--- src/rtl/pmod_btnled_ctrl.sv ---
// PMOD button/LED glue: per-channel synchronise, debounce and press-event capture
// with maskable IRQ, plus per-channel LED drive (static, blink, PWM, follow-button).
module pmod_btnled_ctrl #(
  parameter int CHANNELS   = 4,
  parameter int DEBOUNCE   = 16,
  parameter int DBW        = 16,
  parameter int BLINK_BITS = 24,
  parameter int PWM_BITS   = 8
) (
  input  logic                  CLK,
  input  logic                  RES,
  input  logic [CHANNELS-1:0]   BTN_RAW,
  output logic [CHANNELS-1:0]   BTN_LVL,
  output logic [CHANNELS-1:0]   BTN_EVT,
  input  logic [CHANNELS-1:0]   EVT_CLR,
  input  logic [CHANNELS-1:0]   IRQ_EN,
  output logic                  IRQ,
  input  logic [CHANNELS-1:0]   LED_VAL,
  input  logic [2*CHANNELS-1:0] LED_MODE,
  input  logic [PWM_BITS-1:0]   LED_DUTY,
  output logic [CHANNELS-1:0]   LED_OUT
);

  localparam logic [DBW-1:0] TERM = DBW'(DEBOUNCE - 1);

  logic [CHANNELS-1:0]   r_s1, r_s2, r_lvl, r_evt, r_led;
  logic                  r_irq;
  logic [DBW-1:0]        r_cnt [CHANNELS];
  logic [BLINK_BITS-1:0] r_blink;
  logic [PWM_BITS-1:0]   r_pwm;

  logic [DBW-1:0]        w_cnt_nxt [CHANNELS];
  logic [CHANNELS-1:0]   w_lvl_nxt, w_evt_nxt, w_led_nxt;
  logic                  w_blink, w_pwm;

  // Counter only runs while the synchronised input disagrees with the level,
  // so any bounce back to the current level restarts qualification.
  always_comb begin
    w_lvl_nxt = r_lvl;
    for (int i = 0; i < CHANNELS; i++) begin
      w_cnt_nxt[i] = '0;
      if (r_s2[i] != r_lvl[i]) begin
        if (r_cnt[i] == TERM) w_lvl_nxt[i] = r_s2[i];
        else                  w_cnt_nxt[i] = r_cnt[i] + DBW'(1);
      end
    end
  end

  // A press arriving with its clear strobe still wins.
  assign w_evt_nxt = (w_lvl_nxt & ~r_lvl) | (r_evt & ~EVT_CLR);
  assign w_blink   = r_blink[BLINK_BITS-1];
  assign w_pwm     = (r_pwm < LED_DUTY);

  always_comb begin
    w_led_nxt = '0;
    for (int i = 0; i < CHANNELS; i++) begin
      case (LED_MODE[2*i +: 2])
        2'b00:   w_led_nxt[i] = LED_VAL[i];
        2'b01:   w_led_nxt[i] = LED_VAL[i] & w_blink;
        2'b10:   w_led_nxt[i] = LED_VAL[i] & w_pwm;
        default: w_led_nxt[i] = r_lvl[i];
      endcase
    end
  end

  always_ff @(posedge CLK or posedge RES) begin
    if (RES) begin
      r_s1    <= '0;
      r_s2    <= '0;
      r_lvl   <= '0;
      r_evt   <= '0;
      r_led   <= '0;
      r_irq   <= 1'b0;
      r_blink <= '0;
      r_pwm   <= '0;
      for (int i = 0; i < CHANNELS; i++) r_cnt[i] <= '0;
    end else begin
      r_s1    <= BTN_RAW;
      r_s2    <= r_s1;
      r_lvl   <= w_lvl_nxt;
      r_evt   <= w_evt_nxt;
      r_led   <= w_led_nxt;
      r_irq   <= |(w_evt_nxt & IRQ_EN);
      r_blink <= r_blink + BLINK_BITS'(1);
      r_pwm   <= r_pwm + PWM_BITS'(1);
      for (int i = 0; i < CHANNELS; i++) r_cnt[i] <= w_cnt_nxt[i];
    end
  end

  assign BTN_LVL = r_lvl;
  assign BTN_EVT = r_evt;
  assign IRQ     = r_irq;
  assign LED_OUT = r_led;

endmodule

--- config.mk ---
export PLATFORM = sky130hd
export DESIGN_NAME = pmod_btnled_ctrl
export DESIGN_NICKNAME = d
export VERILOG_FILES = /design/src/rtl/pmod_btnled_ctrl.sv
export SDC_FILE = /design/constraint.sdc
export NUM_CORES = 1
export LEC_CHECK = 0
export BUFFER_PORTS_ARGS = -buffer_cell sky130_fd_sc_hd__buf_4
export CELL_PAD_IN_SITES_DETAIL_PLACEMENT = 1
export CELL_PAD_IN_SITES_GLOBAL_PLACEMENT = 2
export CORE_ASPECT_RATIO = 1.1
export CORE_UTILIZATION = 39
export DETAILED_ROUTE_END_ITERATION = 10
export PLACE_DENSITY_LB_ADDON = 0.1
export SYNTH_ARGS = -nofsm -noshare
export SYNTH_HDL_FRONTEND = slang
export SYNTH_SLANG_ARGS = --single-unit
--- constraint.sdc ---
create_clock -name CLK -period 4.7 [get_ports CLK]
set_input_delay 0.94 -clock CLK [delete_from_list [all_inputs] [get_ports CLK]]
set_output_delay 0.94 -clock CLK [all_outputs]
set_load 0.03 [all_outputs]
; ---- Word-level counts from Yosys, hierarchy flattened
; Index checks and enable logic that the tools add are counted.
[totals]
input_bits = 34
output_inout_bits = 13
elab_cells = 74
regBits = 117
[classes]
addsub = 6
n_reduce_logical = 5
n_mux = 20
n_lt_le_gt_ge = 1
bitwise = 14
eq_ne = 16
[ops]
columns = operator, count
row1 = 2-to-1 mux 16 bit, 8
row2 = adder 16 x 1 -> 16 bit (second input constant), 4
row3 = == test 16 x 4 -> 1 bit (second input constant), 4
row4 = adder 24 x 1 -> 24 bit (second input constant), 1
row5 = AND 4 bit, 3
row6 = case mux 1 bit (3 select lines), 4
row7 = adder 8 x 1 -> 8 bit (second input constant), 1
row8 = AND 1 bit, 8
row9 = == test 2 x 1 -> 1 bit (second input constant), 4
row10 = == test 2 bit (second input constant), 4
row11 = zero test 2 bit, 4
row12 = less-than comparator 8 bit, 1
row13 = 2-to-1 mux 1 bit, 8
row14 = inverter 4 bit, 2
row15 = inequality test 1 bit, 4
row16 = OR 4 bit, 1
row17 = OR reduction 4 bit, 1

; ---- Longest topological paths before layout
; Gate-level depths: netlist of the first run.
[logic_depth]
ltp_word = 7
depth_mapped = 7
depth_no_buf = 7

; ---- Worst setup path before layout of the first run
; OpenSTA, ideal clock, no wires.
[synth_path]
path_kind = input -> register
from = input port LED_DUTY[6]
to = register r_led[0] (netlist: LED_OUT[0])
required_time_ns = 4.624
cell_stages = 7
path_buffers = 0
setup_ns = 0.076
slack_ns = 2.488
arrival_time_ns = 2.136
cell_sequence = inv_1 ha_1 and3_1 and3_1 a211oi_2 a311oi_1 o21ai_1
[synth_via]
elab_chain_cells = 3
[synth_lines]
columns = item, line_no
row1 = from (decl), 20  ; input logic [PWM_BITS-1:0] LED_DUTY,
row2 = less-than comparator 8 bit, 52  ; assign w_pwm = (r_pwm < LED_DUTY);
row3 = AND 1 bit, 60  ; 2'b10: w_led_nxt[i] = LED_VAL[i] & w_pwm;
row4 = case mux 1 bit (3 select lines), 57  ; case (LED_MODE[2*i +: 2])
row5 = net w_led_nxt[0], 33  ; logic [CHANNELS-1:0] w_lvl_nxt, w_evt_nxt, w_led_nxt;
row6 = to (signal assigned), 82  ; r_led <= w_led_nxt;
row7 = to (decl), 26  ; logic [CHANNELS-1:0] r_s1, r_s2, r_lvl, r_evt, r_led;
; The timed path passes the listed nets, and every way through them passes these cells.

; ---- Worst setup path in the final report of the first run
[layout_path]
from = input port LED_DUTY[6]
to = register r_led[3] (netlist: LED_OUT[3])
; The elaborated chain is that of the path after synthesis.

==> impl_metrics.env, run 1 <==
export IMPL_grt_antenna_before_repair=0
export IMPL_gp_congestion=0.723
export IMPL_io_pin_count=47
export IMPL_final_hold_worst_slack_ns=0.348
export IMPL_worst_path_max_fanout=4
export IMPL_drv_max_cap_violation_count=0
export IMPL_cts_clk_slew_worst_paths_ns=0.06
export IMPL_hp_class="flop to flop"
export IMPL_fmax_achieved_mhz=454
export IMPL_synth_area_per_cell_sq_um=10.7
export IMPL_wirelength_met1_mm=5.49
export IMPL_timing_hold_violations_final=0
export IMPL_die_width_microns=115
export IMPL_placedCellCount=740
export IMPL_grt_max_degree=118
export IMPL_port_buffer_count=46
export IMPL_post_synth_instance_area_sq_mm=0.00548
export IMPL_grt_pass1_wl_mm=21.1
export IMPL_cts_hold_buf=0
export IMPL_worst_endpoint_arrival_ns=2.54
export IMPL_cts_root_buffer_cell="clkbuf_16"
export IMPL_remaining_global_route_overflow=0
export IMPL_met2_length_mm=6.20
export IMPL_finalSetupViolations=0
export IMPL_dpl_instance_area_sq_mm=0.00604
export IMPL_final_period_utilization_pct=46.9
export IMPL_most_common_cell_after_layout_fill_and_taps_aside="dfrtp_1"
export IMPL_cts_tree="yes"
export IMPL_cts_buffer_depth=2
export IMPL_postRouteWirelength_mm=12.2
export IMPL_num_fill_cells=1515
export IMPL_wl_per_cell_microns=15.8
export IMPL_dpl_hpwl_mm=8.10
export IMPL_top_signal_layer_used="met4"
export IMPL_layout_common_cells="dfrtp_1, nor2_1, xor2_1, buf_4, xnor2_1"
export IMPL_final_layout_size_suffix_gt1_share_pct=14.9
export IMPL_multi_input_area_sq_mm=0.00240
export IMPL_crit_required_ns=5.03
export IMPL_cts_post_setup_buffers_inserted=0
export IMPL_num_nets_final=630
export IMPL_grt_pass1_vias=4212
export IMPL_worstMarginPinSlew_ns=0.660
export IMPL_power_density_mw_per_mm2=393
export IMPL_syn_inst_count=513
export IMPL_leakage_nw=3.26
export IMPL_row_count=45
export IMPL_slew_violations=0
export IMPL_antenna_cells_inserted=0
export IMPL_count_of_non_filler_cells_in_the_finished_layout=771
export IMPL_postRouteAntennaNets=0
export IMPL_area_growth_from_synthesis_to_layout_pct=22.7
export IMPL_die_height_microns=126
export IMPL_synth_top_cell_area_share_pct=53.4
export IMPL_routed_via_count=3871
export IMPL_fin_worst_skew_ns=0.00803
export IMPL_outcome="finished clean"
export IMPL_starting_density_of_the_core_pct=39.9
export IMPL_grt_setup_unrepaired="false"
export IMPL_grt_total_usage_pct=19.0
export IMPL_ys_types=34
export IMPL_critical_path_startpoint_type="input port"
export IMPL_post_route_min_period_ns=2.20
export IMPL_ys_seq_area_share_pct=53.4
export IMPL_route_met3_wl_microns=307
export IMPL_timing_slew_headroom_pct=56.0
export IMPL_cts_htree_levels=4
export IMPL_drc_errors=0
export IMPL_clock_insertion_delay_worst_skew_ns=0.41
export IMPL_postSynthNetCount=572
export IMPL_synth_warnings=0
export IMPL_clock_sinks=117
export IMPL_synth_top_cells_by_area="dfrtp_1, xor2_1, xnor2_1"
export IMPL_detail_route_iter0_violations=102
export IMPL_fin_setup_tns_ns=0
export IMPL_postSynthRegisterBits=117
export IMPL_vdd_ir_drop_max_uv=215
export IMPL_final_seq_area_sq_mm=0.00293
export IMPL_drt_pass1_iterations=4
export IMPL_finish_utilization_pct=49.0
export IMPL_die_outline_area_sq_mm=0.0145
export IMPL_final_cell_area_excluding_filler_cells_sq_mm=0.00673
export IMPL_critical_path_endpoint_category="flop"
export IMPL_placeableCoreArea_sq_mm=0.0137
export IMPL_numCtsBuffers=17
export IMPL_worstSetupPathType="input port to flop"
export IMPL_ctsResizeCount=0
export IMPL_netlist_top_cell_by_area="dfrtp_1"
export IMPL_via_per_inst=5.02
Yosys cell counts, drive strengths merged:
| cell type | n |
|---|---|
| nand2b | 4 |
| o21ai | 11 |
| a21oi | 3 |
| o21a | 1 |
| xnor2 | 40 |
| nor4 | 12 |
| nand4 | 19 |
| buf | 8 |
| xor2 | 46 |
| a211oi | 1 |
| or2 | 1 |
| nand2 | 33 |
| o32ai | 4 |
| dfrtp | 117 |
| nor2 | 63 |
| and4 | 8 |
| a21o | 2 |
| ha | 25 |
| nand3 | 35 |
| and2 | 3 |
| inv | 30 |
| or3 | 2 |
| nor3 | 3 |
| nor2b | 1 |
| and3 | 31 |
| and3b | 4 |
| a311oi | 4 |
| a22oi | 2 |
path summary, 6_finish.rpt:
kind                         endpoint  depth (start not counted)         from  slack (ns)
max                        LED_OUT[3]                          8  LED_DUTY[6]        2.50
min                           r_s2[0]                          0      r_s1[0]        0.35
max reg2reg                       IRQ                          6    r_cnt[16]        2.64
min reg2reg                   r_s2[0]                          0      r_s1[0]        0.35
max in group asynchronous   r_cnt[55]                          3          RES        3.52
min in group asynchronous   r_cnt[38]                          3          RES        0.66
layout make-up:
type	count	area share [%]
Sequential cell	117	43.5
Inverter	30	1.71
Tap cell	188	3.50
Multi-Input combinational cell	358	35.6
Clock inverter	9	2.90
Timing Repair Buffer	47	5.43
Clock buffer	22	7.34
sequential cells by signal (all words and copies together) (netlist names):
signal	count
BTN_LVL	4
LED_OUT	4
IRQ	1
r_s2	4
BTN_EVT	4
r_s1	4
r_pwm	8
r_cnt	64
r_blink	24
per-layer routing:
layer,vias up,GRT usage (%)
met4,0,7.33
li1,1864,-
met3,11,5.30
met1,1959,23.6
met5,-,0
met2,37,31.3
report_power, final:
group          switching (W)  leakage (nW)  internal, W
logic              0.0000598          1.35    0.0000411
registers          0.0000130          1.58      0.00102
clock network       0.000446         0.342      0.00106
total               0.000519          3.26      0.00212
critical path, stage by stage:
cell and delay, ns:
buf_4 0.07, inv_1 0.03, ha_1 0.30, and3_1 0.20, and3_1 0.19, a211oi_2 0.43
a311oi_1 0.18, o21ai_1 0.19
metrics by stage:
step	total power [W]	setup WS (ns)
finish	0.00264	2.50
global route	0.00274	2.39
CTS	0.00268	2.47
detailed placement	0.00116	2.08
global placement	0.00115	2.18
floorplan	0.00111	0.659
kinds of logic (layout without fill, tap and decap cells):
| group | count (synthesis) | after routing | share of synthesized area [%] |
|---|---|---|---|
| fa+ha+maj | 25 | 25 | 5.71 |
| xor+xnor | 86 | 86 | 13.7 |
| flops | 117 | 117 | 53.4 |
| buf+inv | 38 | 108 | 2.90 |
| compound gates | 28 | 28 | 3.61 |
| simple gates | 219 | 219 | 20.7 |
(Power assumes the default switching activity.)
==> run 2, diff against run 1 <==
--- a/config.mk
+++ b/config.mk
@@ -9,7 +9,7 @@
 export CELL_PAD_IN_SITES_DETAIL_PLACEMENT = 1
 export CELL_PAD_IN_SITES_GLOBAL_PLACEMENT = 2
 export CORE_ASPECT_RATIO = 1.1
-export CORE_UTILIZATION = 39
+export CORE_UTILIZATION = 35
 export DETAILED_ROUTE_END_ITERATION = 10
 export PLACE_DENSITY_LB_ADDON = 0.1
 export SYNTH_ARGS = -nofsm -noshare
==> constraint.sdc (replaced) <==
create_clock -name CLK -period 2 [get_ports CLK]
set_input_delay 0.4 -clock CLK [delete_from_list [all_inputs] [get_ports CLK]]
set_output_delay 0.4 -clock CLK [all_outputs]
set_load 0.03 [all_outputs]
==> run 2 against run 1 <==
Effect of this change:
- worst hold slack worse by 0.32 ns
- global-route usage shrank 2.0 points
- critical path type is now flop to flop
- cell area is 1.2% higher
- largest cell class unchanged
- flip-flop and latch count stayed put
- clock power up 120%
- wire length grew 1.1%
- largest power group unchanged
- sequential power grew 130%
- combinational power grew to 2.6 times the previous value
==> impl_metrics.env, run 2 (synthesized netlist as in run 1, its figures left out) <==
export IMPL_outcome="finished clean"
export IMPL_cts_buffer_depth=2
export IMPL_cts_hold_buf=0
export IMPL_power_share_switching_pct=20.8
export IMPL_dpl_hpwl_mm=8.93
export IMPL_top_signal_layer_used="met4"
export IMPL_largest_registers="r_cnt x64, r_blink x24, r_pwm x8"
export IMPL_route_met3_wl_microns=416
export IMPL_postRouteAntennaNets=0
export IMPL_grt_pass1_vias=4234
export IMPL_antenna_cells_inserted=0
export IMPL_starting_density_of_the_core_pct=36.1
export IMPL_gp_congestion=0.720
export IMPL_crit_required_ns=2.33
export IMPL_wl_per_cell_microns=15.6
export IMPL_drv_max_cap_violation_count=0
export IMPL_post_route_min_period_ns=1.80
export IMPL_grt_total_usage_pct=17.0
export IMPL_worst_path_max_fanout=4
export IMPL_drt_pass1_iterations=4
export IMPL_cts_post_setup_buffers_inserted=0
export IMPL_placeableCoreArea_sq_mm=0.0152
export IMPL_cts_root_buffer_cell="clkbuf_16"
export IMPL_num_nets_final=642
export IMPL_postRouteWirelength_mm=12.3
export IMPL_hp_class="input port to asynchronous set/reset pin"
export IMPL_drc_errors=0
export IMPL_worst_r2r_dst="LED_OUT[0]"
export IMPL_timing_hold_violations_final=0
export IMPL_post_layout_total_power_w=0.00596
export IMPL_remaining_global_route_overflow=0
export IMPL_routed_via_count=3897
export IMPL_critical_path_slowest_cell="dfrtp_1"
export IMPL_num_fill_cells=1678
export IMPL_placedCellCount=760
export IMPL_detail_route_iter0_violations=146
export IMPL_cts_clk_slew_worst_paths_ns=0.05
export IMPL_die_height_microns=133
export IMPL_most_common_cell_after_layout_fill_and_taps_aside="dfrtp_1"
export IMPL_final_layout_size_suffix_gt1_share_pct=16.3
export IMPL_critical_path_startpoint_type="flop"
export IMPL_fin_worst_skew_ns=0.00748
export IMPL_layout_common_cells="dfrtp_1, nor2_1, buf_4"
export IMPL_worst_endpoint_arrival_ns=2.12
export IMPL_largest_reg_flops=64
export IMPL_slew_violations=0
export IMPL_worstMarginPinSlew_ns=0.507
export IMPL_grt_max_degree=39
export IMPL_vdd_ir_drop_max_uv=545
export IMPL_die_width_microns=121
export IMPL_numCtsBuffers=17
export IMPL_worstSetupPathType="flop to flop"
export IMPL_io_pin_count=47
export IMPL_area_growth_from_synthesis_to_layout_pct=24.2
export IMPL_timing_reg2reg_setup_slack_ns=0.20
export IMPL_final_period_utilization_pct=89.8
export IMPL_seqPwrFrac_pct=40.8
export IMPL_grt_pass1_wl_mm=21.1
export IMPL_count_of_non_filler_cells_in_the_finished_layout=791
export IMPL_finalSetupViolations=0
export IMPL_reg2reg_depth=6
export IMPL_power_switching_w=0.00124
export IMPL_via_per_inst=4.93
export IMPL_comb_power_share_pct=4.4
export IMPL_max_flop_register="r_cnt"
export IMPL_row_count=47
export IMPL_cellInternalPower_w=0.00473
export IMPL_die_outline_area_sq_mm=0.0162
export IMPL_grt_setup_unrepaired="false"
export IMPL_power_frac_clock_pct=54.8
export IMPL_leakage_nw=3.30
export IMPL_fmax_achieved_mhz=557
export IMPL_grt_antenna_before_repair=0
export IMPL_wirelength_met1_mm=5.72
export IMPL_cts_htree_levels=4
export IMPL_clock_insertion_delay_worst_skew_ns=0.41
export IMPL_crit_path_max_incr_delay_ns=0.41
export IMPL_critical_path_most_common_cell="and3_1"
export IMPL_worstPathCellList="ha_1 > and3_1 > and3_1 > a211oi_4 > a311oi_1 > o21ai_1"
export IMPL_clock_sinks=117
export IMPL_cts_tree="yes"
export IMPL_reg2reg_from="r_pwm[6]"
export IMPL_port_buffer_count=46
export IMPL_power_density_mw_per_mm2=876
export IMPL_critical_path_endpoint_category="flop"
export IMPL_met2_length_mm=6.01
export IMPL_timing_slew_headroom_pct=66.1
-- run 2: cell types whose count changed in the layout (fill, tap and decap cells not counted), moves of 2 or more --
cell and delta:
clkinvlp_4 +2, buf_12 +2, bufinv_16 -2, clkbuf_1 +2, buf_4 +10
-- run 2: how the worst max path moves through the flow --
stage          cells past startpoint   startpoint         end  slack, ns
2_1_floorplan                      1          RES  BTN_EVT[0]       0.17
3_3_place_gp                       8  LED_DUTY[6]  LED_OUT[1]       0.04
3_5_place_dp                       8  LED_DUTY[6]  LED_OUT[0]      -0.03
4_1_cts                            6     r_pwm[6]  LED_OUT[0]       0.07
5_1_grt                            6     r_pwm[6]  LED_OUT[0]       0.03
6_report                           6     r_pwm[6]  LED_OUT[0]       0.20
-- run 2: final cells by class --
cell class,instances,area (sq um),area share [%]
clock inverter,8,146,2.15
sequential,117,2930,43.0
timing repair buffer,59,480,7.06
inverter,30,116,1.71
clock buffer,23,488,7.17
tap,196,245,3.60
multi-input combinational,358,2400,35.3
-- run 2: worst max-delay path: cells and delay by family (launching register included) --
family | cells | cell delay (ns)
AO/OA/AOI/OAI | 3 | 0.60
AND/OR/NAND/NOR | 2 | 0.41
adder cells (fa/ha/maj) | 1 | 0.30
flip-flops | 1 | 0.41
-- run 2: power by group through the flow --
stage	sequential [W]	clock, W	combinational (W)
after floorplan	0.00247	0	0.000125
after global placement	0.00247	0	0.000262
after detailed placement	0.00247	0	0.000268
after CTS	0.00243	0.00335	0.000271
after global routing	0.00243	0.00345	0.000301
final	0.00243	0.00327	0.000263
-- run 2: repair_timing --
action                                  in CTS  in global routing
hold endpoints to repair                     0                  0
endpoints found under the setup margin       0                  1
gates resized for setup                      0                  2
-- run 2: metrics by stage --
| step | utilization (%) | area (sq um) | hold WS, ns | TNS, ns | setup slack, ns |
|---|---|---|---|---|---|
| final | 44.9 | 6810 | 0.0322 | 0 | 0.205 |
| after global routing | 44.9 | 6810 | 0.0636 | 0 | 0.0300 |
| after CTS | 44.8 | 6800 | 0.0338 | 0 | 0.0685 |
| after detailed placement | 40.6 | 6170 | 0.339 | -0.0418 | -0.0255 |
| after global placement | 40.6 | 6170 | 0.338 | 0 | 0.0412 |
| after floorplan | - | 5490 | 0.331 | 0 | 0.173 |
-- run 2: per-layer routing --
| metal | GRT usage (%) | vias to the layer above |
|---|---|---|
| met5 | 0 | - |
| met4 | 6.58 | 0 |
| met3 | 4.32 | 12 |
| met2 | 27.5 | 42 |
| met1 | 21.6 | 1956 |
| li1 | - | 1887 |
